### src/rtl/fetch_pkg.sv
// -----------------------------------------------------------------------------
// fetch_pkg
// Shared types and constants for the instruction fetch controller.
// Revision: 1.0
// -----------------------------------------------------------------------------
`default_nettype none

package fetch_pkg;

  localparam int unsigned PC_W    = 32;
  localparam int unsigned INSTR_W = 32;

  // Canonical RISC-V NOP (addi x0, x0, 0) presented while nothing was fetched
  localparam logic [INSTR_W-1:0] NOP_INSTR = 32'h0000_0013;

  typedef enum logic [1:0] {
    ST_IDLE  = 2'd0,
    ST_FETCH = 2'd1,
    ST_VALID = 2'd2,
    ST_FAULT = 2'd3
  } fetch_state_e;

  // A PC is fetchable when word aligned and inside the memory window
  function automatic logic pc_legal(input logic [PC_W-1:0] pc, input int unsigned depth);
    return (pc[1:0] == 2'b00) && ({2'b00, pc[PC_W-1:2]} < depth);
  endfunction

endpackage

`default_nettype wire

### src/rtl/fetch_perf_cnt.sv
// -----------------------------------------------------------------------------
// fetch_perf_cnt
// Saturating counters for accepted fetches and discarded (flushed) fetches.
// Revision: 1.0
// -----------------------------------------------------------------------------
`default_nettype none

module fetch_perf_cnt (
  input  logic        clk,
  input  logic        rst_n,
  input  logic        i_accept,
  input  logic        i_flush,
  output logic [31:0] o_fetch_cnt,
  output logic [15:0] o_flush_cnt
);

  logic [31:0] r_fetch_cnt;
  logic [15:0] r_flush_cnt;

  // Count events, holding at all-ones instead of wrapping
  always_ff @(posedge clk or negedge rst_n) begin
    if (!rst_n) begin
      r_fetch_cnt <= '0;
      r_flush_cnt <= '0;
    end else begin
      if (i_accept && !(&r_fetch_cnt)) r_fetch_cnt <= r_fetch_cnt + 32'd1;
      if (i_flush  && !(&r_flush_cnt)) r_flush_cnt <= r_flush_cnt + 16'd1;
    end
  end

  assign o_fetch_cnt = r_fetch_cnt;
  assign o_flush_cnt = r_flush_cnt;

endmodule

`default_nettype wire

### src/rtl/imem_fetch_ctrl.sv
// -----------------------------------------------------------------------------
// imem_fetch_ctrl
// Fixed-latency instruction fetch controller with redirect and fault handling.
// Optional feature macro: FETCH_PERF_CNT_EN (enables perf counters).
// Revision: 1.0
// -----------------------------------------------------------------------------
`default_nettype none

module imem_fetch_ctrl
  import fetch_pkg::*;
#(
  parameter logic [31:0] RESET_PC   = 32'h0000_0000,
  parameter int unsigned IMEM_LAT   = 2,
  parameter int unsigned IMEM_DEPTH = 256
) (
  input  logic        clk,
  input  logic        rst_n,
  output logic [31:0] imem_addr,
  input  logic [31:0] imem_rdata,
  input  logic        redirect_valid,
  input  logic [31:0] redirect_pc,
  input  logic        if_ready,
  output logic        if_valid,
  output logic [31:0] if_pc,
  output logic [31:0] if_instr,
  output logic        fetch_fault,
  output logic [31:0] perf_fetch_cnt,
  output logic [15:0] perf_flush_cnt
);

  localparam logic [3:0] LAT_CNT = 4'(IMEM_LAT);

  fetch_state_e r_state;
  logic [31:0]  r_pc;
  logic [3:0]   r_cnt;
  logic         r_if_valid;
  logic [31:0]  r_if_pc;
  logic [31:0]  r_if_instr;
  logic         r_fault;

  logic         w_handshake;
  logic         w_enter;
  logic [31:0]  w_target;
  logic         w_target_ok;
  logic [3:0]   w_cnt_dec;

  assign w_handshake = (r_state == ST_VALID) && if_ready;
  assign w_cnt_dec   = r_cnt - 4'd1;
  assign w_target_ok = pc_legal(w_target, IMEM_DEPTH);

  // Decide whether a new fetch starts this cycle and from which address
  always_comb begin
    w_enter  = 1'b0;
    w_target = r_pc;
    case (r_state)
      ST_IDLE: begin
        w_enter  = 1'b1;
        w_target = RESET_PC;
      end
      ST_FETCH: begin
        if (redirect_valid) begin
          w_enter  = 1'b1;
          w_target = redirect_pc;
        end
      end
      ST_VALID: begin
        // Redirect outranks the sequential next-PC even when the handshake completes
        if (redirect_valid) begin
          w_enter  = 1'b1;
          w_target = redirect_pc;
        end else if (if_ready) begin
          w_enter  = 1'b1;
          w_target = r_pc + 32'd4;
        end
      end
      ST_FAULT: begin
        if (redirect_valid && pc_legal(redirect_pc, IMEM_DEPTH)) begin
          w_enter  = 1'b1;
          w_target = redirect_pc;
        end
      end
      default: ;
    endcase
  end

  // Fetch state machine with registered outputs
  always_ff @(posedge clk or negedge rst_n) begin
    if (!rst_n) begin
      r_state    <= ST_IDLE;
      r_pc       <= RESET_PC;
      r_cnt      <= '0;
      r_if_valid <= 1'b0;
      r_if_pc    <= '0;
      r_if_instr <= NOP_INSTR;
      r_fault    <= 1'b0;
    end else if (w_enter) begin
      r_pc       <= w_target;
      r_if_valid <= 1'b0;
      if (w_target_ok) begin
        r_state <= ST_FETCH;
        r_cnt   <= LAT_CNT;
        r_fault <= 1'b0;
      end else begin
        r_state <= ST_FAULT;
        r_fault <= 1'b1;
      end
    end else if (r_state == ST_FETCH) begin
      r_cnt <= w_cnt_dec;
      if (w_cnt_dec == 4'd0) begin
        r_if_instr <= imem_rdata;
        r_if_pc    <= r_pc;
        r_if_valid <= 1'b1;
        r_state    <= ST_VALID;
      end
    end
  end

  assign imem_addr   = r_pc;
  assign if_valid    = r_if_valid;
  assign if_pc       = r_if_pc;
  assign if_instr    = r_if_instr;
  assign fetch_fault = r_fault;

`ifdef FETCH_PERF_CNT_EN
  logic w_flush;

  // A redirect flushes an in-flight fetch or an instruction nobody accepted
  assign w_flush = redirect_valid &&
                   ((r_state == ST_FETCH) || ((r_state == ST_VALID) && !if_ready));

  fetch_perf_cnt u_perf (
    .clk         (clk),
    .rst_n       (rst_n),
    .i_accept    (w_handshake),
    .i_flush     (w_flush),
    .o_fetch_cnt (perf_fetch_cnt),
    .o_flush_cnt (perf_flush_cnt)
  );
`else
  logic w_unused_hs;
  assign w_unused_hs    = w_handshake;
  assign perf_fetch_cnt = '0;
  assign perf_flush_cnt = '0;
`endif

endmodule

`default_nettype wire

### config.mk
export PLATFORM = sky130hd
export DESIGN_NAME = imem_fetch_ctrl
export DESIGN_NICKNAME = d
export VERILOG_FILES = /design/src/rtl/fetch_pkg.sv /design/src/rtl/fetch_perf_cnt.sv /design/src/rtl/imem_fetch_ctrl.sv
export SDC_FILE = /design/constraint.sdc
export NUM_CORES = 1
export LEC_CHECK = 0
export CAP_MARGIN = 15
export CORE_MARGIN = 1.5
export CORE_UTILIZATION = 35
export CTS_CLUSTER_DIAMETER = 50
export DETAILED_ROUTE_END_ITERATION = 10
export GPL_TIMING_DRIVEN = 1
export PLACE_DENSITY = 0.66
export RECOVER_POWER = 100
export SLEW_MARGIN = 10
export SYNTH_ARGS = -nofsm -noshare
export SYNTH_HDL_FRONTEND = slang
export SYNTH_SLANG_ARGS = --single-unit
### constraint.sdc
create_clock -name clk -period 4.25 [get_ports clk]
set_clock_uncertainty 0.2 [all_clocks]
set_input_delay 0.85 -clock clk [delete_from_list [all_inputs] [get_ports clk]]
set_output_delay 0.85 -clock clk [all_outputs]
set_load 0.03 [all_outputs]
==> impl_metrics.csv <==
group,metric,value,unit
synth,synth_top_area_cell,"dfrtp_1",
power,intPower,1.53,mW
place,numPortBuffers,165,
routing,viasPerCell,5.14,
global_routing,grt_pass1_wl,27.5,mm
timing,finalSetupViolCount,0,
final_layout,final_util,53.1,%
clocking,htreeDepth,3,
hold_path,hp-class,"reg2reg",
timing,relSlewSlack,-13.7,%
routing,drt_iter0_markers,288,
hold_path,whs_path_depth,2,
floorplanning,die_width,129,um
synth,synthFlopType,"dfrtp_1",
clocking,cts_tree,"done",
final_layout,final_cell_count_no_fill,963,
floorplanning,die-area,0.0167,mm2
floorplanning,die_h,129,um
timing,max_freq,242,MHz
synth,synthArstFlopShare,100,%
synth,synth-seq-cells,104,
final_layout,regArea,0.00261,mm2
synth,synth_top_area_share,45.3,%
routing,final_antenna_net_count,0,
synth,synth_warnings,0,
floorplanning,start_util,36.3,%
synth,synth_common_cells,"dfrtp_1 (101), mux2_2 (62), buf_4 (48), nand2_1 (39), nor2_1 (30)",
synth,synth_area_leaders,"dfrtp_1 (45%), mux2_2 (13%), buf_4 (6.5%)",
floorplanning,rows,45,
clocking,cts.clk_slew.worst_paths,80,ps
run_status,violations,"max-capacitance violations, max-slew violations",
floorplanning,ios,214,
clocking,cts-root-buf,"clkbuf_16",
power,finalPower,2.16,mW
worst_setup_path,start_kind,"primary input",
routing,wirelength,17.7,mm
worst_setup_path,rr_worst_depth,10,
place,dpl.hpwl,13.8,mm
routing,vias,4953,
global_routing,antenna_found_initial,0,
power,p_switching,0.621,mW
worst_setup_path,path_max_fanout,3,
final_layout,fill_cells,1400,
worst_setup_path,reg2reg_setup_slack,460,ps
final_layout,multi_input_area,0.00272,mm2
synth,synth_edf_count,0,
power,p_leak,3.98,nW
synth,yosysMostFrequentCell,"dfrtp_1",
global_routing,grt_pass1_vias,5041,
synth,synth_area,0.00558,mm2
synth,synth_cell_types,56,
worst_setup_path,worst_path_most_repeated_cell,"buf_4",
worst_setup_path,critPathRequiredTime,4300,ps
final_layout,antenna_cells,0,
hold_path,hold_start,"if_pc[24]",
routing,wire_per_inst,18.4,um
power,clkPwrFrac,39.7,%
power,swShare,28.8,%
timing,period_minus_slack,4130,ps
worst_setup_path,slowest_delay,570,ps
synth,yosysSeqAreaShare,46.7,%
global_routing,grt-ovfl-total,0,
clocking,cts_hold_buffers,0,
run,drv_cap,1,
global_routing,grt_usage,21.7,%
synth,syn_inst,522,
final_layout,drive_gt1_share,23.1,%
run_status,status,"complete, but fails checks",
worst_setup_path,cpMaxStageDelayCell,"or4_1",
clocking,clock-sinks,104,
clocking,numCtsBuffers,9,
clocking,clk_latency,360,ps
hold_path,holdPathEnd,"if_pc[24]",
power,comb_power_share,12.9,%
worst_setup_path,end_kind,"flop",
timing,finalCritPeriodShare,97.2,%
global_routing,grt_max_degree,67,
place,dp.cells,946,
routing,first_pass_iters,7,
worst_setup_path,r2r-end,"r_cnt[2]",
clocking,max-clock-path-buffers,2,
power,seqPwrFrac,47.4,%
routing,drt_drc_violations_left,0,
power,powerDensity,264,mW/mm2
timing,finalMaxSlewViolations,67,
final_layout,nets,818,
floorplanning,coreArea,0.0154,mm2
timing,tightest_slew,1700,ps
worst_setup_path,r2r_start,"imem_addr[2]",
timing,finalHoldViolCount,0,
final_layout,area_growth,46.3,%
worst_setup_path,worstPathCellList,"clkdlybuf4s50_1 -> nor2_1 -> buf_4 -> and4_1 -> buf_4 -> buf_4 -> a31o_2 -> a221o_1 -> a211o_1 -> or4_1 -> nor4b_4 -> a21oi_1 -> a211o_1",
power,ir_drop,0.188,mV
worst_setup_path,worstSetupPathType,"in2reg",
worst_setup_path,arrival,4180,ps
synth,postSynthAreaPerCell,10.7,um2
place,gp_congestion,0.967,
state kept, by name (all words and copies together) (netlist names):
| signal | cells |
|---|---|
| fetch_fault | 1 |
| imem_addr | 32 |
| if_pc | 32 |
| if_instr | 32 |
| r_cnt | 4 |
| if_valid | 1 |
| r_state | 2 |
area by class of cell:
class / count / area share (%)
Multi-Input combinational cell: 381 / 33.4
Clock inverter: 7 / 0.997
Sequential cell: 104 / 32.0
Timing Repair Buffer: 242 / 27.2
Inverter: 9 / 0.414
Clock buffer: 9 / 2.76
Tap cell: 211 / 3.24
per-layer routing:
metal | share of wire, % | global-route usage (%)
met1 | 42 | 27.9
met2 | 50 | 36.7
met3 | 5.7 | 4.50
met4 | 1.9 | 6.68
met5 | 0 | 0
critical path, delay by kind of cell:
kind / cells / cell delay [ps]
buffers and inverters: 4 / 910
AO/OA/AOI/OAI: 5 / 1290
AND/OR/NAND/NOR: 4 / 1130
worst max path at each step:
stage	startpoint	end	slack (ps)	cells past startpoint
floorplan	if_ready	r_cnt[2]	360	10
global placement	redirect_pc[25]	r_cnt[2]	-400	11
detailed placement	redirect_pc[23]	r_cnt[2]	-340	11
CTS	redirect_pc[23]	r_cnt[2]	10	11
global route	redirect_pc[30]	r_cnt[2]	-5	11
finish	redirect_pc[13]	r_cnt[2]	120	13
power groups by stage:
stage / clock network [mW] / logic (mW) / registers (mW)
floorplan: 0 / 0.131 / 1.06
global placement: 0 / 0.276 / 1.04
detailed placement: 0 / 0.277 / 1.04
CTS: 0.875 / 0.278 / 1.02
global route: 0.927 / 0.297 / 1.02
finish: 0.857 / 0.278 / 1.02
layout by cell type (no fill, tap or decap), types with 5 or more instances in the layout:
cell type and count:
clkbuf_1 5, nand4_1 11, nand2b_1 6, clkdlybuf4s50_1 79, o22ai_1 5, clkbuf_16 9, buf_4 71, inv_1 8
mux2i_1 19, conb_1 48, dfrtp_1 101, nor2_1 30, nor3b_1 5, dlygate4sd3_1 84, nor3_1 7, a21oi_1 11
mux2_2 62, a21o_1 5, nor4_1 8, nand2_1 39, nand3_1 12, and3_1 5, xnor2_1 7, nor4_2 8
o21ai_0 20, a221o_1 11
through the flow:
step                      TNS, ps  setup slack, ps  cell area [um2]  hold WS [ps]
after floorplan                 0              357             5750           341
after global placement      -1840             -403             7790           271
after detailed placement    -1500             -339             7790           286
after CTS                       0             9.51             8090           304
after global routing        -5.24            -5.24             8160           310
final                           0              117             8160           292
logic make-up (layout without fill, tap and decap cells):
kind of cell               count (synthesis)  after routing  synth area share, %
and+or+nand+nor                          155            155                 15.2
DFF                                      104            104                 46.7
AOI/OAI and AO/OA                         85             85                 11.0
buffers and inverters                     84            267                 9.00
muxes                                     81             81                 15.9
xor gates and xnor gates                   9              9                 1.41
adders and majority gates                  3              3                0.673
other                                      1             48               0.0673
timing repair:
item / CTS / global route
endpoints found under the setup margin: 0 / 5
buffers inserted: 0 / 1
resized for setup: 0 / 14
No activity file was read; power rests on OpenSTA's default activity.
